**src/rtl/turbo_pkg.sv**
```systemverilog
`default_nettype none
// ============================================================================
//  Module      : turbo_pkg
//  Description : Shared definitions for the turbo decoder iteration control.
//                State encoding (3 bits), SISO half-iteration select values,
//                and block geometry constants shared with the decoder top.
//  Revision    : 1.0 - initial release
// ============================================================================
package turbo_pkg;

    localparam int STATE_W = 3;

    localparam logic [STATE_W-1:0] ST_IDLE    = 3'd0;
    localparam logic [STATE_W-1:0] ST_LOAD    = 3'd1;
    localparam logic [STATE_W-1:0] ST_D1_GO   = 3'd2;
    localparam logic [STATE_W-1:0] ST_D1_WAIT = 3'd3;
    localparam logic [STATE_W-1:0] ST_D2_GO   = 3'd4;
    localparam logic [STATE_W-1:0] ST_D2_WAIT = 3'd5;
    localparam logic [STATE_W-1:0] ST_OUT     = 3'd6;

    typedef enum logic [STATE_W-1:0] {
        S_IDLE    = ST_IDLE,
        S_LOAD    = ST_LOAD,
        S_D1_GO   = ST_D1_GO,
        S_D1_WAIT = ST_D1_WAIT,
        S_D2_GO   = ST_D2_GO,
        S_D2_WAIT = ST_D2_WAIT,
        S_OUT     = ST_OUT
    } state_t;

    // SISO half-iteration select: DEC1 = natural order with par1,
    // DEC2 = interleaved order with par2.
    localparam logic SEL_DEC1 = 1'b0;
    localparam logic SEL_DEC2 = 1'b1;

    // Block geometry shared with the decoder top.
    localparam int DEF_N_PLANES = 4;   // soft-bit planes per block
    localparam int PLANE_W      = 2;   // width of the plane index
    localparam int SOFT_W       = 4;   // soft input width in bits
    localparam int BLOCK_LEN    = 21;  // bits per plane word (block size)

    function automatic logic is_go(input state_t s);
        return (s == S_D1_GO) || (s == S_D2_GO);
    endfunction

    function automatic logic is_wait(input state_t s);
        return (s == S_D1_WAIT) || (s == S_D2_WAIT);
    endfunction

endpackage
`default_nettype wire

```
**src/rtl/turbo_iter_ctrl_if.sv**
```systemverilog
`default_nettype none
// ============================================================================
//  Module      : turbo_iter_ctrl_if
//  Description : Control bundle between the input framer, the shared
//                SISO/interleaver datapath, the downstream sink and the
//                iteration controller.
//                slave  : controller side (owns all control strobes)
//                master : environment side (framer / datapath / sink)
//  Ports       : start_i, in_valid_i/in_ready_o, load_we_o, plane_idx_o,
//                siso_start_o, siso_sel_o, siso_done_i, ext_bank_o,
//                early_stop_i, iter_cnt_o, out_valid_o/out_ready_i,
//                busy_o, err_o
//  Revision    : 1.0 - initial release
// ============================================================================
interface turbo_iter_ctrl_if #(
    parameter int ITER_W = 4
);
    import turbo_pkg::*;

    logic               start_i;
    logic               in_valid_i;
    logic               in_ready_o;
    logic               load_we_o;
    logic [PLANE_W-1:0] plane_idx_o;
    logic               siso_start_o;
    logic               siso_sel_o;
    logic               siso_done_i;
    logic               ext_bank_o;
    logic               early_stop_i;
    logic [ITER_W-1:0]  iter_cnt_o;
    logic               out_valid_o;
    logic               out_ready_i;
    logic               busy_o;
    logic               err_o;

    modport slave (
        input  start_i, in_valid_i, siso_done_i, early_stop_i, out_ready_i,
        output in_ready_o, load_we_o, plane_idx_o, siso_start_o, siso_sel_o,
               ext_bank_o, iter_cnt_o, out_valid_o, busy_o, err_o
    );

    modport master (
        output start_i, in_valid_i, siso_done_i, early_stop_i, out_ready_i,
        input  in_ready_o, load_we_o, plane_idx_o, siso_start_o, siso_sel_o,
               ext_bank_o, iter_cnt_o, out_valid_o, busy_o, err_o
    );

endinterface
`default_nettype wire

```
**src/rtl/turbo_watchdog.sv**
```systemverilog
`default_nettype none
// ============================================================================
//  Module      : turbo_watchdog
//  Description : SISO completion watchdog. Counts enabled cycles since the
//                last clear; expired is raised combinationally in the enabled
//                cycle that would bring the count to TIMEOUT.
//  Ports       : clk, rst (sync, active-high), clear, enable -> expired
//  Revision    : 1.0 - initial release
// ============================================================================
module turbo_watchdog #(
    parameter int TIMEOUT = 64,
    parameter int TMO_W   = 7
) (
    input  logic clk,
    input  logic rst,
    input  logic clear,
    input  logic enable,
    output logic expired
);

    logic [TMO_W-1:0] count;

    always_ff @(posedge clk) begin
        if (rst || clear) begin
            count <= '0;
        end else if (enable) begin
            count <= count + TMO_W'(1);
        end
    end

    // Flagged in the TIMEOUT-th enabled cycle itself, so the caller can let a
    // completion arriving in that same cycle take priority.
    assign expired = enable && (count == TMO_W'(TIMEOUT - 1));

endmodule
`default_nettype wire

```
**src/rtl/turbo_iter_ctrl.sv**
```systemverilog
`default_nettype none
// ============================================================================
//  Module      : turbo_iter_ctrl
//  Description : Turbo decoder iteration scheduler. Loads N_PLANES soft-bit
//                plane words, alternates DEC1/DEC2 SISO half-iterations with
//                a ping-pong extrinsic bank, stops on MAX_ITER or early stop,
//                then offers the decoded block downstream. A watchdog aborts
//                to IDLE with a sticky error if a SISO never completes.
//  Ports       : clk_p_i, reset_p_i (sync, active-high),
//                bus (turbo_iter_ctrl_if.slave) - all handshakes and strobes
//  Revision    : 1.0 - initial release
// ============================================================================
module turbo_iter_ctrl
    import turbo_pkg::*;
#(
    parameter int MAX_ITER = 8,
    parameter int ITER_W   = 4,
    parameter int N_PLANES = DEF_N_PLANES,
    parameter int TIMEOUT  = 64,
    parameter int TMO_W    = 7
) (
    input  logic             clk_p_i,
    input  logic             reset_p_i,
    turbo_iter_ctrl_if.slave bus
);

    state_t             state;
    state_t             next_state;
    logic [PLANE_W-1:0] plane_idx;
    logic [ITER_W-1:0]  iter_cnt;
    logic [ITER_W-1:0]  iter_next;
    logic               ext_bank;
    logic               siso_sel;
    logic               err;
    logic               accept;
    logic               last_plane;
    logic               iter_limit;
    logic               wd_expired;

    assign accept     = (state == S_LOAD) && bus.in_valid_i;
    assign last_plane = (plane_idx == PLANE_W'(N_PLANES - 1));
    assign iter_next  = iter_cnt + ITER_W'(1);
    assign iter_limit = (iter_next == ITER_W'(MAX_ITER));

    turbo_watchdog #(
        .TIMEOUT (TIMEOUT),
        .TMO_W   (TMO_W)
    ) u_watchdog (
        .clk     (clk_p_i),
        .rst     (reset_p_i),
        .clear   (is_go(state)),
        .enable  (is_wait(state)),
        .expired (wd_expired)
    );

    // ------------------------------------------------------------------
    // FSM state register
    // ------------------------------------------------------------------
    always_ff @(posedge clk_p_i) begin
        if (reset_p_i) begin
            state <= S_IDLE;
        end else begin
            state <= next_state;
        end
    end

    // ------------------------------------------------------------------
    // FSM next-state logic
    // ------------------------------------------------------------------
    always_comb begin
        next_state = state;
        case (state)
            S_IDLE: begin
                if (bus.start_i) next_state = S_LOAD;
            end
            S_LOAD: begin
                if (accept && last_plane) next_state = S_D1_GO;
            end
            S_D1_GO: next_state = S_D1_WAIT;
            S_D1_WAIT: begin
                // Done is tested before the watchdog so a completion on the
                // timeout cycle is still a normal completion.
                if (bus.siso_done_i)  next_state = S_D2_GO;
                else if (wd_expired)  next_state = S_IDLE;
            end
            S_D2_GO: next_state = S_D2_WAIT;
            S_D2_WAIT: begin
                if (bus.siso_done_i) begin
                    if (bus.early_stop_i || iter_limit) next_state = S_OUT;
                    else                                next_state = S_D1_GO;
                end else if (wd_expired) begin
                    next_state = S_IDLE;
                end
            end
            S_OUT: begin
                if (bus.out_ready_i) next_state = S_IDLE;
            end
            default: next_state = S_IDLE;
        endcase
    end

    // ------------------------------------------------------------------
    // Registered control outputs and counters
    // ------------------------------------------------------------------
    always_ff @(posedge clk_p_i) begin
        if (reset_p_i) begin
            plane_idx <= '0;
            iter_cnt  <= '0;
            ext_bank  <= 1'b0;
            siso_sel  <= SEL_DEC1;
            err       <= 1'b0;
        end else begin
            case (state)
                S_IDLE: begin
                    if (bus.start_i) begin
                        plane_idx <= '0;
                        iter_cnt  <= '0;
                        ext_bank  <= 1'b0;
                        err       <= 1'b0;
                    end
                end
                S_LOAD: begin
                    if (accept) plane_idx <= plane_idx + PLANE_W'(1);
                end
                S_D1_WAIT, S_D2_WAIT: begin
                    if (bus.siso_done_i) begin
                        ext_bank <= ~ext_bank;
                        // Bounded by the MAX_ITER exit, so no saturation logic.
                        if (state == S_D2_WAIT) iter_cnt <= iter_next;
                    end else if (wd_expired) begin
                        err <= 1'b1;
                    end
                end
                default: ;
            endcase

            // Select is set on entry to a GO state and held through its WAIT.
            if (next_state == S_D1_GO) begin
                siso_sel <= SEL_DEC1;
            end else if (next_state == S_D2_GO) begin
                siso_sel <= SEL_DEC2;
            end
        end
    end

    // ------------------------------------------------------------------
    // Output mapping
    // ------------------------------------------------------------------
    assign bus.in_ready_o   = (state == S_LOAD);
    assign bus.load_we_o    = accept;
    assign bus.plane_idx_o  = plane_idx;
    assign bus.siso_start_o = is_go(state);
    assign bus.siso_sel_o   = siso_sel;
    assign bus.ext_bank_o   = ext_bank;
    assign bus.iter_cnt_o   = iter_cnt;
    assign bus.out_valid_o  = (state == S_OUT);
    assign bus.busy_o       = (state != S_IDLE);
    assign bus.err_o        = err;

endmodule
`default_nettype wire

```
**src/flat_wrapper.sv**
```systemverilog
// flat-port wrapper written by rule: the top's interface ports become plain ports
module turbo_iter_ctrl_flat import turbo_pkg::*;
#(
    parameter int MAX_ITER = 8,
    parameter int ITER_W   = 4,
    parameter int N_PLANES = DEF_N_PLANES,
    parameter int TIMEOUT  = 64,
    parameter int TMO_W    = 7
)
  (clk_p_i, reset_p_i, bus_start_i, bus_in_valid_i, bus_siso_done_i, bus_early_stop_i, bus_out_ready_i, bus_in_ready_o, bus_load_we_o, bus_plane_idx_o, bus_siso_start_o, bus_siso_sel_o, bus_ext_bank_o, bus_iter_cnt_o, bus_out_valid_o, bus_busy_o, bus_err_o);
  turbo_iter_ctrl_if #(.ITER_W(ITER_W)) bus_i ();
  input  logic clk_p_i;
  input  logic reset_p_i;
  input wire logic [$bits(bus_i.start_i)-1:0] bus_start_i;
  input wire logic [$bits(bus_i.in_valid_i)-1:0] bus_in_valid_i;
  input wire logic [$bits(bus_i.siso_done_i)-1:0] bus_siso_done_i;
  input wire logic [$bits(bus_i.early_stop_i)-1:0] bus_early_stop_i;
  input wire logic [$bits(bus_i.out_ready_i)-1:0] bus_out_ready_i;
  output wire logic [$bits(bus_i.in_ready_o)-1:0] bus_in_ready_o;
  output wire logic [$bits(bus_i.load_we_o)-1:0] bus_load_we_o;
  output wire logic [$bits(bus_i.plane_idx_o)-1:0] bus_plane_idx_o;
  output wire logic [$bits(bus_i.siso_start_o)-1:0] bus_siso_start_o;
  output wire logic [$bits(bus_i.siso_sel_o)-1:0] bus_siso_sel_o;
  output wire logic [$bits(bus_i.ext_bank_o)-1:0] bus_ext_bank_o;
  output wire logic [$bits(bus_i.iter_cnt_o)-1:0] bus_iter_cnt_o;
  output wire logic [$bits(bus_i.out_valid_o)-1:0] bus_out_valid_o;
  output wire logic [$bits(bus_i.busy_o)-1:0] bus_busy_o;
  output wire logic [$bits(bus_i.err_o)-1:0] bus_err_o;
  assign bus_i.start_i = bus_start_i;
  assign bus_i.in_valid_i = bus_in_valid_i;
  assign bus_i.siso_done_i = bus_siso_done_i;
  assign bus_i.early_stop_i = bus_early_stop_i;
  assign bus_i.out_ready_i = bus_out_ready_i;
  assign bus_in_ready_o = bus_i.in_ready_o;
  assign bus_load_we_o = bus_i.load_we_o;
  assign bus_plane_idx_o = bus_i.plane_idx_o;
  assign bus_siso_start_o = bus_i.siso_start_o;
  assign bus_siso_sel_o = bus_i.siso_sel_o;
  assign bus_ext_bank_o = bus_i.ext_bank_o;
  assign bus_iter_cnt_o = bus_i.iter_cnt_o;
  assign bus_out_valid_o = bus_i.out_valid_o;
  assign bus_busy_o = bus_i.busy_o;
  assign bus_err_o = bus_i.err_o;
  turbo_iter_ctrl #(.MAX_ITER(MAX_ITER), .ITER_W(ITER_W), .N_PLANES(N_PLANES), .TIMEOUT(TIMEOUT), .TMO_W(TMO_W)) u_core (.clk_p_i(clk_p_i), .reset_p_i(reset_p_i), .bus(bus_i));
endmodule
```
**config.mk**
```make
export PLATFORM = sky130hd
export DESIGN_NAME = turbo_iter_ctrl_flat
export DESIGN_NICKNAME = d
export VERILOG_FILES = /design/src/rtl/turbo_pkg.sv /design/src/rtl/turbo_iter_ctrl_if.sv /design/src/rtl/turbo_watchdog.sv /design/src/rtl/turbo_iter_ctrl.sv /design/src/flat_wrapper.sv
export SDC_FILE = /design/constraint.sdc
export NUM_CORES = 1
export LEC_CHECK = 0
export ABC_AREA = 1
export CAP_MARGIN = 20
export CORE_ASPECT_RATIO = 2
export CORE_UTILIZATION = 35
export CTS_BUF_LIST = sky130_fd_sc_hd__clkbuf_2 sky130_fd_sc_hd__clkbuf_4 sky130_fd_sc_hd__clkbuf_8
export DETAILED_ROUTE_END_ITERATION = 12
export PLACE_DENSITY = 0.59
export SYNTH_ARGS = -nofsm -noshare
export SYNTH_HDL_FRONTEND = slang
export SYNTH_HIERARCHICAL = 1
export SYNTH_SLANG_ARGS = --single-unit
```
**constraint.sdc**
```tcl
create_clock -name clk_p_i -period 2.7 [get_ports clk_p_i]
set_clock_uncertainty 0.2 [all_clocks]
set_input_delay 0.54 -clock clk_p_i [delete_from_list [all_inputs] [get_ports clk_p_i]]
set_output_delay 0.54 -clock clk_p_i [all_outputs]
set_load 0.01 [all_outputs]
```
# == Word-level counts from Yosys, hierarchy flattened ==
# Index checks and enable logic that the tools add are counted.
# totals
out_inout_bits,14
ff_bits,19
romBits,0
latchBits,0
memories,0
ram_bits,0
in_bits,7
# classes
multipliers,0
bitwise,1
shifts,0
order_cmp,0
n_eq_ne,17
n_reduce_logical,17
div_mod_pow,0
n_mux,21
n_addsub,3
# ops
op,n
2-to-1 mux 3 bit,7
one-hot mux 3 bit (7 select lines),1
"== test 3 bit, second input constant",4
2-to-1 mux 4 bit,3
"== test 3 x 2 -> 1 bit, second input constant",3
"inequality test 2 bit, second input constant",4
one-hot mux 4 bit (2 select lines),1
AND reduction 4 bit,2
"adder 7 x 1 -> 7 bit, second input constant",1
"== test 7 x 6 -> 1 bit, second input constant",1
AND reduction 3 bit,2
"adder 4 x 1 -> 4 bit, second input constant",1
"== test 4 bit, second input constant",1
logical OR 1 bit,4
2-to-1 mux 1 bit,4
2-to-1 mux 2 bit,2
"inequality test 2 x 1 -> 1 bit, second input constant",2
one-hot mux 1 bit (2 select lines),2
one-hot mux 2 bit (2 select lines),1
nonzero test 2 bit,2
OR reduction 2 bit,2
"== test 3 x 1 -> 1 bit, second input constant",1
logical AND 1 bit,3
logical NOT 3 bit,1
4 further kinds,4

# == Depth between registers and ports, before layout ==
# Gate-level depths: netlist of run 1.
# depth
word_depth,8
mapped_depth,18
depth_no_buf,17

# == By module ==
# The synthesis of run 1 kept the hierarchy.
# by_module_without_submodules
module,area_per_inst_um2,cells_each,instances
turbo_iter_ctrl,730.7,111,1
turbo_watchdog,336.6,47,1

# == Least setup slack after synthesis of run 1 ==
# Ideal clock, no wire load.
# synth_path
path_kind,register to register
startpoint,reg u_core.state[2]
endpoint,reg u_core.siso_sel (netlist: u_core/bus.siso_sel_o)
setup_time_ns,0.115
required_ns,2.385
path_slack_ns,0.735
synth_period_minus_slack_ns,1.965
stages_incl_launch_ff,16
path_buffers,1
t_arrival_ns,1.650
path_cell_list,dfxtp_1 -> clkbuf_8 -> clkinv_2 -> nand3_1 -> nand2_2 -> nand2_2 -> nor2_4 -> nand3_2 -> inv_1 -> inv_1 -> a21oi_1 -> nor2_2 -> a21oi_2 -> nand2_1 -> nand2_1 -> nor2_1
# synth_via
elab_chain_cells,8
word_cells_on_any_way,21
cone_classes,eq/ne (8); mux (7); reduce/logical (6)
# synth_lines
item,line,text
from (decl),turbo_iter_ctrl.sv:27,state_t state;
from (signal assigned),turbo_iter_ctrl.sv:63,state <= next_state;
== test 3 x 2 -> 1 bit / == test 3 bit (equally long branches),turbo_pkg.sv:47,return (s == S_D1_WAIT) || (s == S_D2_WAIT);
logical OR 1 bit (*),turbo_pkg.sv:47,
logical AND 1 bit (*),turbo_watchdog.sv:33,assign expired = enable && (count == TMO_W'(TIMEOUT - 1));
via u_core.wd_expired,turbo_iter_ctrl.sv:38,logic wd_expired;
2-to-1 mux 3 bit (*),"turbo_iter_ctrl.sv:84, turbo_iter_ctrl.sv:91",
"2-to-1 mux 3 bit, on equally long branches","turbo_iter_ctrl.sv:88, turbo_iter_ctrl.sv:83",
one-hot mux 3 bit (7 select lines) (*),turbo_iter_ctrl.sv:72,case (state)
== test 3 x 2 -> 1 bit,turbo_iter_ctrl.sv:138,if (next_state == S_D1_GO) begin
OR reduction 2 bit (no source line),--,
to (signal assigned),turbo_iter_ctrl.sv:110,siso_sel <= SEL_DEC1;
to (signal assigned),turbo_iter_ctrl.sv:139,siso_sel <= SEL_DEC1;
to (signal assigned),turbo_iter_ctrl.sv:141,siso_sel <= SEL_DEC2;
to (decl),turbo_iter_ctrl.sv:33,logic siso_sel;
# Mark *: on every way through the listed nets, which the timed path passes. The rest lies on a longest branch.
# A chain may end at the register's enable or synchronous reset.

# == Worst setup path in the final report of run 1 ==
# layout_path
startpoint,reg u_core.state[2]
endpoint,out bus_out_valid_o
# layout_via
elab_chain_cells,1
# layout_lines
item,line,text
== test 3 bit,turbo_iter_ctrl.sv:156,assign bus.out_valid_o = (state == S_OUT);
to (decl),flat_wrapper.sv:26,output wire logic [$bits(bus_i.out_valid_o)-1:0] bus_out_valid_o;
# No other way between the ends.

==> results.json, run 1 <==
{
  "status": "complete, no violations",
  "ffs_latches_synth": 19,
  "core_area_sq_um": 2940,
  "synthTopCellsByCount": "nand2_1 (29), inv_1 (24), nor2_1 (21)",
  "n_fill_cell": 320,
  "slew-limit-headroom_pct": 72.4,
  "syn_inst": 158,
  "hold_path_depth": 2,
  "drt-wirelength-per-cell_um": 11.4,
  "library_cell_with_the_highest_instance_count_after_synthesis": "nand2_1",
  "finalSetupViolCount": 0,
  "placement.io_buffers": 20,
  "io_pins": 21,
  "slew_viol_final": 0,
  "clock_insertion_delay_worst_skew_ns": 0.25,
  "synth-edff-count": 0,
  "route.detailed.vias_per_inst": 4.99,
  "synth-warning-count": 6,
  "cts_max_level": 1,
  "startpoint_type": "register",
  "tritoncts": "done",
  "min_period_over_period_pct": 92.4,
  "cp.arrival_ns": 1.76,
  "synthToLayoutAreaGrowth_pct": 26.0,
  "drt_pre_antenna_iters": 4,
  "grt_antenna_before_repair": 0,
  "timing_hold_violations_final": 0,
  "critical_path_cell_list": "clkinv_2, nor3_1, clkdlybuf4s50_1",
  "ff_latch_area_sq_um": 380,
  "cap_violations": 0,
  "die_span_y_um": 80.1,
  "timing_worst_slew_pin_value_ns": 0.414,
  "drive_gt1_share_pct": 10.4,
  "wirelength_um": 2410,
  "holdBufCountCts": 0,
  "syn-cell-area_sq_um": 1070,
  "residual_overflow_from_global_routing": 0,
  "die-width_um": 41.0,
  "total_leakage_power_nw": 0.579,
  "timing.critical_path.to_type": "primary output",
  "timing.final.ws_setup_ns": 0.205,
  "antenna-diode-count": 0,
  "ys_types": 25,
  "cts_sinks": 19,
  "ys_async_sr_fraction_pct": 0,
  "vdd_ir_drop_max_mv": 0.246,
  "grtUsageTotal_pct": 17.5,
  "rows": 28,
  "crit_path_max_fanout": 9,
  "number_of_vias_after_detailed_routing": 1057,
  "type_of_the_most_critical_hold_path": "reg -> reg",
  "report.power.total_w": 0.000566,
  "cts-root-to-sink-buffers": 2,
  "synth.avg_cell_area_sq_um": 6.75,
  "synthDominantAreaCellType": "dfxtp_1",
  "fin_util_pct": 45.7,
  "post_cts_resized": 0,
  "critical_path.max_stage_delay_ns": 0.58,
  "synth.area.top_cells": "dfxtp_1 (36%), nand2_1 (10%), inv_1 (8.4%), nor2_1 (7.4%), nand3_1 (6.6%)",
  "multi_input_area_sq_um": 571,
  "critical_path.slowest_cell": "dfxtp_1",
  "placer_congestion": 0.735,
  "p_per_area_nw_per_um2": 421,
  "placed_cell_area_sq_um": 1300,
  "min_period_ns": 2.50,
  "final_net_count": 193,
  "setup_total_negative_slack_ns": 0,
  "hpwl_um": 1920,
  "ys.flop_type": "dfxtp_1",
  "mappedNetlistNets": 168,
  "number_of_drc_markers_in_iteration_0": 23,
  "antenna_violating_nets_post_route": 0,
  "seq_area_frac_synth_pct": 35.6,
  "post-route-cell-area_sq_um": 1350,
  "cts-buffers-inserted": 3,
  "pin_count_of_the_biggest_net_entering_global_routing": 12,
  "post-cts-setup-buffers": 0,
  "grt_pass1_wl_um": 4010,
  "type_of_the_worst_setup_path": "reg -> out",
  "cp.required_ns": 1.96,
  "dp_worst_setup_slack_ns": 0.252,
  "clkTransAtPathRegs_ns": 0.07,
  "initial_core_util_pct": 36.3,
  "drc": 0,
  "worstRegToRegCells": 13,
  "clock_tree_root_buffer_cell": "clkbuf_8",
  "number_of_global_route_vias_before_repair": 977,
  "fmax_ghz": 0.401,
  "rsz0062_at_grt": "false",
  "design.die.area_sq_um": 3290,
  "yosysTopAreaCellShare_pct": 35.6
}
==> kinds of logic (layout without fill, tap and decap cells) <==
| family | Yosys count | count (layout) | share of synthesized area [%] |
|---|---|---|---|
| AND/OR/NAND/NOR | 83 | 83 | 36.0 |
| buffers and inverters | 28 | 52 | 10.9 |
| AO/OA/AOI/OAI | 25 | 25 | 14.0 |
| flip-flops | 19 | 19 | 35.6 |
| adder cells (fa/ha/maj) | 3 | 3 | 3.52 |
==> through the flow <==
| step | std cells | hold WS, ns |
|---|---|---|
| after floorplan | 158 | 0.247 |
| after global placement | 208 | 0.257 |
| after detailed placement | 208 | 0.273 |
| after CTS | 212 | 0.285 |
| after global routing | 212 | 0.299 |
| final | 212 | 0.285 |
==> cells in the final DEF, fill, tap and decap left out <==
master and count:
a211oi_1 1, a211oi_2 1, a21oi_1 11, a21oi_2 2, a31oi_1 1, buf_4 1, clkbuf_8 3, clkdlybuf4s50_1 20
clkinv_2 2, dfxtp_1 19, ha_1 3, inv_1 24, inv_2 2, nand2_1 29, nand2_2 2, nand3_1 14
nand3_2 1, nand4_1 4, nor2_1 21, nor2_2 3, nor2_4 2, nor3_1 5, o211a_1 1, o21ai_0 6
o21ai_1 2, or2_0 1, or2_1 1
==> layer usage <==
layer | vias to the layer above | part of all wire, % | track usage [%]
met1 | 481 | 40 | 18.3
li1 | 558 | - | -
met2 | 16 | 55 | 30.6
met5 | - | 0 | 0
met3 | 2 | 3.2 | 2.49
met4 | 0 | 0.87 | 8.33
==> area by class of cell <==
class / count / share of cell area [%]
clock inverters: 1 / 0.372
repair buffers: 21 / 15.4
well taps: 30 / 2.79
multi-input cells: 111 / 42.4
clock buffers: 3 / 3.07
inverters: 27 / 7.63
flip-flops and latches: 19 / 28.3
==> registers in the layout, summed over array words and instances, names as in the netlist <==
name / cells
u_core/bus.plane_idx_o: 2
u_core/u_watchdog/count: 7
u_core/bus.err_o: 1
u_core/bus.ext_bank_o: 1
u_core/bus.siso_sel_o: 1
u_core/bus.iter_cnt_o: 4
u_core/state: 3
==> critical path: cells and delay by family (launching register included) <==
| family | cells | cell delay, ns |
|---|---|---|
| buffers and inverters | 2 | 0.74 |
| DFF | 1 | 0.58 |
| and+or+nand+nor | 1 | 0.19 |
==> final timing paths <==
path                                   start                         end  slack (ns)
setup reg to reg             u_core/state[2]       u_core/bus.siso_sel_o        0.34
hold / removal    u_core/u_watchdog/count[6]  u_core/u_watchdog/count[6]        0.28
hold reg to reg   u_core/u_watchdog/count[6]  u_core/u_watchdog/count[6]        0.28
setup / recovery             u_core/state[2]             bus_out_valid_o        0.20
==> where the power goes <==
| group | switching, W | internal (W) | leakage (nW) |
|---|---|---|---|
| Sequential | 0.00000676 | 0.000286 | 0.154 |
| Combinational | 0.0000420 | 0.0000363 | 0.400 |
| Clock | 0.0000923 | 0.000102 | 0.0255 |
| Total | 0.000141 | 0.000425 | 0.579 |
(Power assumes the default switching activity.)
==> inputs of run 2 (changes only) <==
--- a/config.mk
+++ b/config.mk
@@ -12,6 +12,7 @@
 export CTS_BUF_LIST = sky130_fd_sc_hd__clkbuf_2 sky130_fd_sc_hd__clkbuf_4 sky130_fd_sc_hd__clkbuf_8
 export DETAILED_ROUTE_END_ITERATION = 12
 export PLACE_DENSITY = 0.59
+export SETUP_SLACK_MARGIN = 0.2
 export SYNTH_ARGS = -nofsm -noshare
 export SYNTH_HDL_FRONTEND = slang
 export SYNTH_HIERARCHICAL = 1
==> results.json, run 2 (synthesis gave the netlist of run 1 again) <==
{
  "fmax_ghz": 0.410,
  "cts-root-to-sink-buffers": 2,
  "reg2reg_slack_ns": 0.51,
  "tritoncts": "done",
  "die_span_y_um": 80.1,
  "fin_util_pct": 45.8,
  "timing_hold_violations_final": 0,
  "slew-limit-headroom_pct": 74.3,
  "status": "complete, no violations",
  "dp_worst_setup_slack_ns": 0.252,
  "core_area_sq_um": 2940,
  "largest_register_ff_count": 7,
  "seq_power_share_pct": 51.8,
  "total_leakage_power_nw": 0.580,
  "timing.final.ws_setup_ns": 0.260,
  "die-width_um": 41.0,
  "startpoint_type": "input port",
  "number_of_global_route_vias_before_repair": 977,
  "cts_max_level": 1,
  "cts_sinks": 19,
  "rsz0062_at_grt": "false",
  "hpwl_um": 1920,
  "p_comb_share_pct": 13.8,
  "drt-wirelength-per-cell_um": 11.4,
  "post-route-cell-area_sq_um": 1350,
  "initial_core_util_pct": 36.3,
  "clkTransAtPathRegs_ns": 0.07,
  "cap_violations": 0,
  "share_clk_of_total_power_pct": 34.4,
  "vdd_ir_drop_max_mv": 0.246,
  "residual_overflow_from_global_routing": 0,
  "placed_cell_area_sq_um": 1300,
  "fin_hold_ws_ns": 0.285,
  "cp.required_ns": 1.96,
  "route.detailed.vias_per_inst": 5.00,
  "clock_insertion_delay_worst_skew_ns": 0.25,
  "cp.arrival_ns": 1.70,
  "layout.cells.most_common_list": "nand2_1 (29), inv_1 (23), nor2_1 (21)",
  "slew_viol_final": 0,
  "drc": 0,
  "hold_path_depth": 2,
  "antenna_violating_nets_post_route": 0,
  "pin_count_of_the_biggest_net_entering_global_routing": 12,
  "type_of_the_worst_setup_path": "in -> out",
  "cts-buffers-inserted": 3,
  "switching_component_of_the_power_w": 0.000141,
  "wirelength_um": 2410,
  "drt_pre_antenna_iters": 4,
  "p_per_area_nw_per_um2": 420,
  "timing.critical_path.to_type": "primary output",
  "timing_worst_slew_pin_value_ns": 0.385,
  "placer_congestion": 0.735,
  "setup_total_negative_slack_ns": 0,
  "power.internal_w": 0.000425,
  "grt_pass1_wl_um": 4010,
  "post-cts-setup-buffers": 0,
  "grtUsageTotal_pct": 17.5,
  "holdBufCountCts": 0,
  "io_pins": 21,
  "hold_start": "u_core/u_watchdog/count[6]",
  "final_net_count": 193,
  "drive_gt1_share_pct": 12.1,
  "worst_r2r_startpoint": "u_core/state[2]",
  "worstRegToRegCells": 13,
  "antenna-diode-count": 0,
  "number_of_drc_markers_in_iteration_0": 24,
  "register_bank_with_the_most_flops": "u_core/u_watchdog/count",
  "design.die.area_sq_um": 3290,
  "rows": 28,
  "synthToLayoutAreaGrowth_pct": 26.3,
  "crit_path_max_fanout": 3,
  "min_period_over_period_pct": 90.4,
  "grt_antenna_before_repair": 0,
  "leading_cell_type_in_the_layout_fill_and_taps_excluded": "nand2_1",
  "min_delay_worst_endpoint": "u_core/u_watchdog/count[6]",
  "min_period_ns": 2.44,
  "clock_tree_root_buffer_cell": "clkbuf_8",
  "power.switching_fraction_pct": 24.9,
  "timing.rr.end": "u_core/bus.siso_sel_o",
  "placement.io_buffers": 20,
  "type_of_the_most_critical_hold_path": "reg -> reg",
  "finalSetupViolCount": 0,
  "number_of_vias_after_detailed_routing": 1060
}
-- run 2: cell counts in the layout (fill, tap and decap cells not counted) --
Identical to the previous run, type by type.
-- run 2: layer usage --
layer	track usage (%)	up-vias	part of all wire [%]
li1	-	558	-
met1	18.3	482	40
met2	30.6	18	56
met3	2.49	2	3.3
met4	8.33	0	0.87
met5	0	-	0
-- run 2: cell type report --
type | count | area, sq um
repair buffers | 21 | 208
flip-flops and latches | 19 | 383
fillers | 318 | 1600
inverters | 27 | 103
well taps | 30 | 37.5
multi-input cells | 111 | 571
clock buffers | 3 | 41.3
clock inverters | 1 | 5.00
-- run 2: repair_timing --
| item | 4_1_cts | 5_1_grt |
|---|---|---|
| endpoints found under the setup margin | 1 | 2 |
| resized for setup | 1 | 2 |
| endpoints found under the hold margin | 0 | 0 |
-- run 2: power groups by stage --
stage	Sequential [W]	Clock (W)	Combinational (W)
after floorplan	0.000300	0	0.0000387
after global placement	0.000299	0	0.0000778
after detailed placement	0.000299	0	0.0000782
after CTS	0.000293	0.000205	0.0000786
after global routing	0.000294	0.000217	0.0000865
final	0.000293	0.000195	0.0000784
-- run 2: how the worst max path moves through the flow --
stage	startpoint	endpoint	slack [ns]	depth (start not counted)
floorplan	u_core/state[2]	u_core/bus.siso_sel_o	0.73	15
global placement	bus_in_valid_i	bus_load_we_o	0.27	4
detailed placement	bus_in_valid_i	bus_load_we_o	0.25	4
CTS	bus_in_valid_i	bus_load_we_o	0.25	4
global route	bus_in_valid_i	bus_load_we_o	0.22	4
finish	bus_in_valid_i	bus_load_we_o	0.26	4
-- run 2: worst max-delay path, stage by stage --
cell and delay, ns:
clkdlybuf4s50_1 0.50, nand2_1 0.08, inv_1 0.05, clkdlybuf4s50_1 0.52
-- run 2: through the flow --
stage / cells / power, W
final: 212 / 0.000566
after global routing: 212 / 0.000597
after CTS: 212 / 0.000576
after detailed placement: 208 / 0.000377
after global placement: 208 / 0.000377
after floorplan: 158 / 0.000339
